File: src/rtl/uart_stim_pkg.sv
// Shared constants and helpers for the bench-side UART 8N1 stimulus transmitter.
package uart_stim_pkg;

   localparam int unsigned DATA_W = 8;

   localparam logic [1:0] IDLE  = 2'd0;
   localparam logic [1:0] START = 2'd1;
   localparam logic [1:0] DATA  = 2'd2;
   localparam logic [1:0] STOP  = 2'd3;

   typedef enum logic [1:0] {
      StIdle  = IDLE,
      StStart = START,
      StData  = DATA,
      StStop  = STOP
   } state_e;

   // Bits needed to hold 0..v-1; never less than 1.
   function automatic int unsigned clog2(input int unsigned v);
      int unsigned r;
      r = 1;
      for (int i = 1; i < 32; i++) begin
         if ((64'd1 << i) < 64'(v)) r = i + 1;
      end
      return r;
   endfunction

endpackage

File: src/rtl/uart_stim_fifo.sv
// Single-clock first-word-fall-through byte FIFO; dout_o shows the head while not empty.
module uart_stim_fifo
   import uart_stim_pkg::*;
#(
   parameter int unsigned FIFO_AW = 4
) (
   input  logic              clk_i,
   input  logic              rst_i,
   input  logic              push_i,
   input  logic              pop_i,
   input  logic [DATA_W-1:0] din_i,
   output logic [DATA_W-1:0] dout_o,
   output logic              full_o,
   output logic              empty_o,
   output logic [FIFO_AW:0]  level_o
);

   localparam int unsigned Depth = 1 << FIFO_AW;
   localparam logic [FIFO_AW:0] LvlFull = (FIFO_AW + 1)'(Depth);
   localparam logic [FIFO_AW:0] LvlOne  = (FIFO_AW + 1)'(1);

   logic [DATA_W-1:0]  mem_q [Depth];
   logic [FIFO_AW-1:0] wr_ptr_q, wr_ptr_d;
   logic [FIFO_AW-1:0] rd_ptr_q, rd_ptr_d;
   logic [FIFO_AW:0]   level_q, level_d;
   logic               push_en, pop_en;

   assign full_o  = (level_q == LvlFull);
   assign empty_o = (level_q == '0);
   assign level_o = level_q;
   assign dout_o  = mem_q[rd_ptr_q];

   // Guard here too so a misbehaving caller cannot corrupt the pointers.
   assign push_en = push_i && !full_o;
   assign pop_en  = pop_i && !empty_o;

   always_comb begin
      wr_ptr_d = wr_ptr_q;
      rd_ptr_d = rd_ptr_q;
      level_d  = level_q;
      if (push_en) wr_ptr_d = wr_ptr_q + 1'b1;
      if (pop_en)  rd_ptr_d = rd_ptr_q + 1'b1;
      case ({push_en, pop_en})
         2'b10:   level_d = level_q + LvlOne;
         2'b01:   level_d = level_q - LvlOne;
         default: level_d = level_q;
      endcase
   end

   always_ff @(posedge clk_i) begin
      if (rst_i) begin
         wr_ptr_q <= '0;
         rd_ptr_q <= '0;
         level_q  <= '0;
      end else begin
         wr_ptr_q <= wr_ptr_d;
         rd_ptr_q <= rd_ptr_d;
         level_q  <= level_d;
      end
   end

   always_ff @(posedge clk_i) begin
      if (push_en) mem_q[wr_ptr_q] <= din_i;
   end

endmodule

File: src/rtl/uart_stim_tx.sv
// UART 8N1 stimulus transmitter: FIFO-fed serialiser driving an idle-high line at CLK_DIV
// clocks per bit, with back-to-back frames when bytes are queued.
module uart_stim_tx
   import uart_stim_pkg::*;
#(
   parameter int unsigned CLK_DIV   = 434,
   parameter int unsigned FIFO_AW   = 4,
   parameter int unsigned STOP_BITS = 1
) (
   input  logic              wb_clk_i,
   input  logic              wb_rst_i,
   input  logic [DATA_W-1:0] data_i,
   input  logic              valid_i,
   output logic              ready_o,
   output logic              tx_o,
   output logic              busy_o,
   output logic [FIFO_AW:0]  level_o
);

   localparam int unsigned CntW    = clog2(CLK_DIV);
   localparam int unsigned StopLen = STOP_BITS * CLK_DIV;
   localparam int unsigned StopW   = clog2(StopLen);
   localparam logic [CntW-1:0]  CntMax  = CntW'(CLK_DIV - 1);
   localparam logic [StopW-1:0] StopMax = StopW'(StopLen - 1);
   localparam logic [FIFO_AW:0] LvlOne  = (FIFO_AW + 1)'(1);

   state_e              state_q, state_d;
   logic [CntW-1:0]     cnt_q, cnt_d;
   logic [StopW-1:0]    stop_cnt_q, stop_cnt_d;
   logic [2:0]          idx_q, idx_d;
   logic [DATA_W-1:0]   shift_q, shift_d;
   logic                tx_q, tx_d;
   logic                busy_q, busy_d;

   logic                push, pop;
   logic                fifo_full, fifo_empty;
   logic [DATA_W-1:0]   fifo_dout;
   logic [FIFO_AW:0]    level_nxt;

   assign ready_o = !fifo_full;
   assign push    = valid_i && ready_o;
   assign tx_o    = tx_q;
   assign busy_o  = busy_q;

   uart_stim_fifo #(
      .FIFO_AW (FIFO_AW)
   ) u_fifo (
      .clk_i   (wb_clk_i),
      .rst_i   (wb_rst_i),
      .push_i  (push),
      .pop_i   (pop),
      .din_i   (data_i),
      .dout_o  (fifo_dout),
      .full_o  (fifo_full),
      .empty_o (fifo_empty),
      .level_o (level_o)
   );

   always_comb begin
      state_d    = state_q;
      cnt_d      = cnt_q;
      stop_cnt_d = stop_cnt_q;
      idx_d      = idx_q;
      shift_d    = shift_q;
      tx_d       = tx_q;
      pop        = 1'b0;

      unique case (state_q)
         StIdle: begin
            tx_d = 1'b1;
            if (!fifo_empty) begin
               pop     = 1'b1;
               shift_d = fifo_dout;
               tx_d    = 1'b0;
               cnt_d   = CntMax;
               state_d = StStart;
            end
         end
         StStart: begin
            if (cnt_q == '0) begin
               tx_d    = shift_q[0];
               idx_d   = '0;
               cnt_d   = CntMax;
               state_d = StData;
            end else begin
               cnt_d = cnt_q - 1'b1;
            end
         end
         StData: begin
            if (cnt_q == '0) begin
               cnt_d = CntMax;
               if (idx_q == 3'd7) begin
                  tx_d       = 1'b1;
                  stop_cnt_d = '0;
                  state_d    = StStop;
               end else begin
                  shift_d = shift_q >> 1;
                  tx_d    = shift_q[1];
                  idx_d   = idx_q + 3'd1;
               end
            end else begin
               cnt_d = cnt_q - 1'b1;
            end
         end
         StStop: begin
            tx_d = 1'b1;
            if (stop_cnt_q == StopMax) begin
               // Chain straight into the next start bit so queued bytes leave no idle gap.
               if (!fifo_empty) begin
                  pop     = 1'b1;
                  shift_d = fifo_dout;
                  tx_d    = 1'b0;
                  cnt_d   = CntMax;
                  state_d = StStart;
               end else begin
                  state_d = StIdle;
               end
            end else begin
               stop_cnt_d = stop_cnt_q + 1'b1;
            end
         end
      endcase
   end

   // busy mirrors next-cycle state and level so it updates on the same edge as both.
   always_comb begin
      case ({push, pop})
         2'b10:   level_nxt = level_o + LvlOne;
         2'b01:   level_nxt = level_o - LvlOne;
         default: level_nxt = level_o;
      endcase
      busy_d = (state_d != StIdle) || (level_nxt != '0);
   end

   always_ff @(posedge wb_clk_i) begin
      if (wb_rst_i) begin
         state_q    <= StIdle;
         cnt_q      <= '0;
         stop_cnt_q <= '0;
         idx_q      <= '0;
         shift_q    <= '0;
         tx_q       <= 1'b1;
         busy_q     <= 1'b0;
      end else begin
         state_q    <= state_d;
         cnt_q      <= cnt_d;
         stop_cnt_q <= stop_cnt_d;
         idx_q      <= idx_d;
         shift_q    <= shift_d;
         tx_q       <= tx_d;
         busy_q     <= busy_d;
      end
   end

endmodule

File: config.mk
export PLATFORM = sky130hd
export DESIGN_NAME = uart_stim_tx
export DESIGN_NICKNAME = d
export VERILOG_FILES = /design/src/rtl/uart_stim_pkg.sv /design/src/rtl/uart_stim_fifo.sv /design/src/rtl/uart_stim_tx.sv
export SDC_FILE = /design/constraint.sdc
export NUM_CORES = 1
export LEC_CHECK = 0
export BUFFER_PORTS_ARGS = -buffer_cell sky130_fd_sc_hd__clkbuf_2
export CORE_MARGIN = 5
export CORE_UTILIZATION = 25
export DETAILED_ROUTE_END_ITERATION = 10
export GPL_TIMING_DRIVEN = 0
export PLACE_DENSITY = 0.47
export SYNTH_ARGS = -nofsm -noshare
export SYNTH_HDL_FRONTEND = slang
export SYNTH_SLANG_ARGS = --single-unit
File: constraint.sdc
create_clock -name wb_clk_i -period 3.5 [get_ports wb_clk_i]
set_input_delay 0.35 -clock wb_clk_i [delete_from_list [all_inputs] [get_ports wb_clk_i]]
set_output_delay 0.35 -clock wb_clk_i [all_outputs]
set_load 0.02 [all_outputs]
==> flow_summary.ini <==
[cells_and_area]
seqCellArea_sq_um = 4840
syn_to_final_growth_pct = 16.1
utilization = 0.295
nets = 621
multi_input_comb_area_sq_um = 2790
nFillCells = 3040
diodes = 0
final_layout_size_suffix_gt1_frac = 0.183
finalNonFillerCells = 998

[global_routing]
grtUsageTotal = 0.0999
grt_pass1_vias = 4731
antenna_found_initial = 0
grt_pass1_wl_mm = 27.3
grt_max_degree = 22
grt_overflow = 0

[critical_path]
cp_slowest_cell = and2_1
cp_top_family = simple AND/OR/NAND/NOR gates
worstPathCellList = inv_1, ha_1, nand4bb_1, and2_1, clkbuf_1, inv_1, nor3b_1, and2_1
critPathKind = reg2reg
worstSetupStartpointType = flop
crit_required_ns = 3.57
arrival_ns = 3.15
path_buf_inv = 3
max_stage_delay_ns = 0.51
cp-end-kind = flop
crit_fanout = 9

[power_and_ir_drop]
power_switching_w = 0.00232
p_leak_nw = 2.94
p_comb_frac = 0.309
p_per_area_nw_per_um2 = 728
seqPwrFrac = 0.391
clockPowerShare = 0.300
ir_worst_vdd_v = 0.000389
swShare = 0.352
power.internal_w = 0.00427

[clocking]
ctsHoldBuffers = 0
clockBufferDepth = 2
clk_pin_slew_ns = 0.08
cts_max_level = 4
tritoncts = built
post_cts_buffers = 0
numCtsBuffers = 17
root_buffer = clkbuf_16
cts_resized = 0
clock_latency_ns = 0.44
clock_sinks = 178

[hold_path]
hold_path.class = in2reg

[floorplanning]
rows = 64
io_pins = 19
start_util = 0.254
die_x_um = 187
coreArea_sq_um = 30700
dieArea_sq_um = 34800
fp.dieH_um = 187

[yosys]
yosys.area.top_type = edfxtp_1
synthArstFlopShare = 0
yosysTopAreaCellShare = 0.493
synth_warnings = 0
syn-num-nets = 581
synth_area_sq_um = 7800
synth_cell_type_count = 62
ys_ff_latch = 178
synthTopCellsByArea = edfxtp_1 (49%), dfxtp_1 (13%), mux4_2 (9.5%), ha_1 (3.4%), nor2_1 (2.7%)
syn_inst = 549
synth.yosys.seq_area_share = 0.621
synth-edff-count = 128
syn_avg_cell_area_sq_um = 14.2
synth-main-ff-cell = edfxtp_1

[timing]
final_max_slew_viol_count = 0
worstMarginPinSlew_ns = 0.938
setup_viol = 0
finalHoldViolCount = 0
worst_slew_margin_rel = 0.372
fmax_mhz = 325
min_period_ns = 3.08
rsz0062_at_grt = false
finalCritPeriodShare = 0.880
fin_skew_ns = 0.0178

[detailed_routing]
drc = 0
vias = 4540
vias_per_cell = 4.55
postRouteAntennaNets = 0
routed_wl_mm = 17.2
drtIter0Drc = 317
wire_per_inst_um = 17.3
drt_first_pass_iters = 4

[run]
maxCapViolations = 0

[placement]
gp_congestion = 0.784
hpwl_mm = 11.8
port_buffers = 17
placed_cells = 966

[run_status]
run_status = finished, final reports clean
power groups by stage:
stage / clock (W) / sequential (W) / combinational (W)
finish: 0.00198 / 0.00258 / 0.00204
detailed placement: 0 / 0.00262 / 0.00203
global route: 0.00213 / 0.00260 / 0.00225
global placement: 0 / 0.00261 / 0.00198
CTS: 0.00203 / 0.00258 / 0.00205
floorplan: 0 / 0.00262 / 0.00152
cell usage after synthesis (2+ instances only):
cell       instances
a211o_1            2
a211oi_1           5
a21oi_1           13
a2bb2oi_1          2
a31o_2             3
and2_1            13
and3_1             3
buf_1              5
buf_2              2
buf_4              3
clkbuf_1          17
dfxtp_1           50
edfxtp_1         128
ha_1              21
inv_1             20
mux2i_1           16
mux4_2            33
nand2_1           20
nand3_1           14
nand4_1            6
nor2_1            57
nor2b_1            3
nor3_1            13
nor3b_1            4
nor4_1            12
o21a_1             4
o21ai_0           14
o221ai_1           6
o41ai_1            2
xnor2_1           19
xor2_1             8
logic make-up after synthesis:
group,share of synthesized area
buffers and inverters,0.0244
flip-flops,0.621
multiplexers,0.117
AND/OR/NAND/NOR,0.110
XOR/XNOR,0.0303
AO/OA/AOI/OAI,0.0631
adder cells (fa/ha/maj),0.0337
path summary, 6_finish.rpt:
check	from	endpoint	slack (ns)	cells past startpoint
hold / removal	data_i[1]	u_fifo.mem_q[14][1]$_DFFE_PP_	0.35	1
setup reg to reg	u_fifo.level_o[0]$_SDFFE_PP0P_	u_fifo.mem_q[9][6]$_DFFE_PP_	0.42	8
hold reg to reg	cnt_q[1]$_SDFFE_PP0P_	cnt_q[1]$_SDFFE_PP0P_	0.49	2
setup / recovery	u_fifo.level_o[0]$_SDFFE_PP0P_	u_fifo.mem_q[9][6]$_DFFE_PP_	0.42	8
sequential cells by signal, summed over array words and instances (netlist names), 2 cells and up, named ones only:
register / count
u_fifo.rd_ptr_q: 4
stop_cnt_q: 9
u_fifo.wr_ptr_q: 4
u_fifo.level_o: 5
shift_q: 8
u_fifo.mem_q: 128
idx_q: 3
state_q: 2
cnt_q: 9
placed cells by master (no fill, tap or decap), types with 4 or more instances in the layout:
| master | synthesis | routed |
|---|---|---|
| a211oi_1 | 5 | 5 |
| a21oi_1 | 13 | 13 |
| and2_1 | 13 | 13 |
| buf_1 | 5 | 5 |
| buf_4 | 3 | 7 |
| clkbuf_1 | 17 | 17 |
| clkbuf_16 | 0 | 17 |
| clkbuf_2 | 0 | 17 |
| clkinv_8 | 0 | 4 |
| dfxtp_1 | 50 | 50 |
| edfxtp_1 | 128 | 128 |
| ha_1 | 21 | 21 |
| inv_1 | 20 | 20 |
| inv_8 | 0 | 5 |
| mux2i_1 | 16 | 16 |
| mux4_2 | 33 | 33 |
| nand2_1 | 20 | 20 |
| nand3_1 | 14 | 14 |
| nand4_1 | 6 | 6 |
| nor2_1 | 57 | 57 |
| nor3_1 | 13 | 13 |
| nor3b_1 | 4 | 4 |
| nor4_1 | 12 | 8 |
| nor4_2 | 0 | 4 |
| o21a_1 | 4 | 4 |
| o21ai_0 | 14 | 14 |
| o221ai_1 | 6 | 6 |
| xnor2_1 | 19 | 19 |
| xor2_1 | 8 | 8 |
metrics by stage:
stage / setup TNS (ns) / setup WS (ns) / total power (W) / hold slack, ns / area, sq um
after CTS: 0 / 0.387 / 0.00665 / 0.328 / 9050
final: 0 / 0.421 / 0.00659 / 0.352 / 9050
after global placement: -8.93 / -0.344 / 0.00460 / 0.473 / 8380
after floorplan: 0 / 0.592 / 0.00414 / 0.449 / 7800
after detailed placement: 0 / 0.403 / 0.00465 / 0.473 / 8430
after global routing: 0 / 0.222 / 0.00698 / 0.349 / 9050
area by class of cell:
type / instances / share of cell area
Sequential cell: 178 / 0.535
Multi-Input combinational cell: 324 / 0.308
Tap cell: 396 / 0.0547
Clock buffer: 17 / 0.0470
Clock inverter: 15 / 0.0216
Timing Repair Buffer: 21 / 0.0127
Buffer: 27 / 0.0127
Inverter: 20 / 0.00829
metal layers:
metal	global-route usage	wire length, um	vias up
li1	-	-	2161
met5	0	0	-
met2	0.170	8730	55
met3	0.0191	469	9
met4	0.0303	183	0
met1	0.130	7860	2315
No activity file was read; power rests on OpenSTA's default activity.
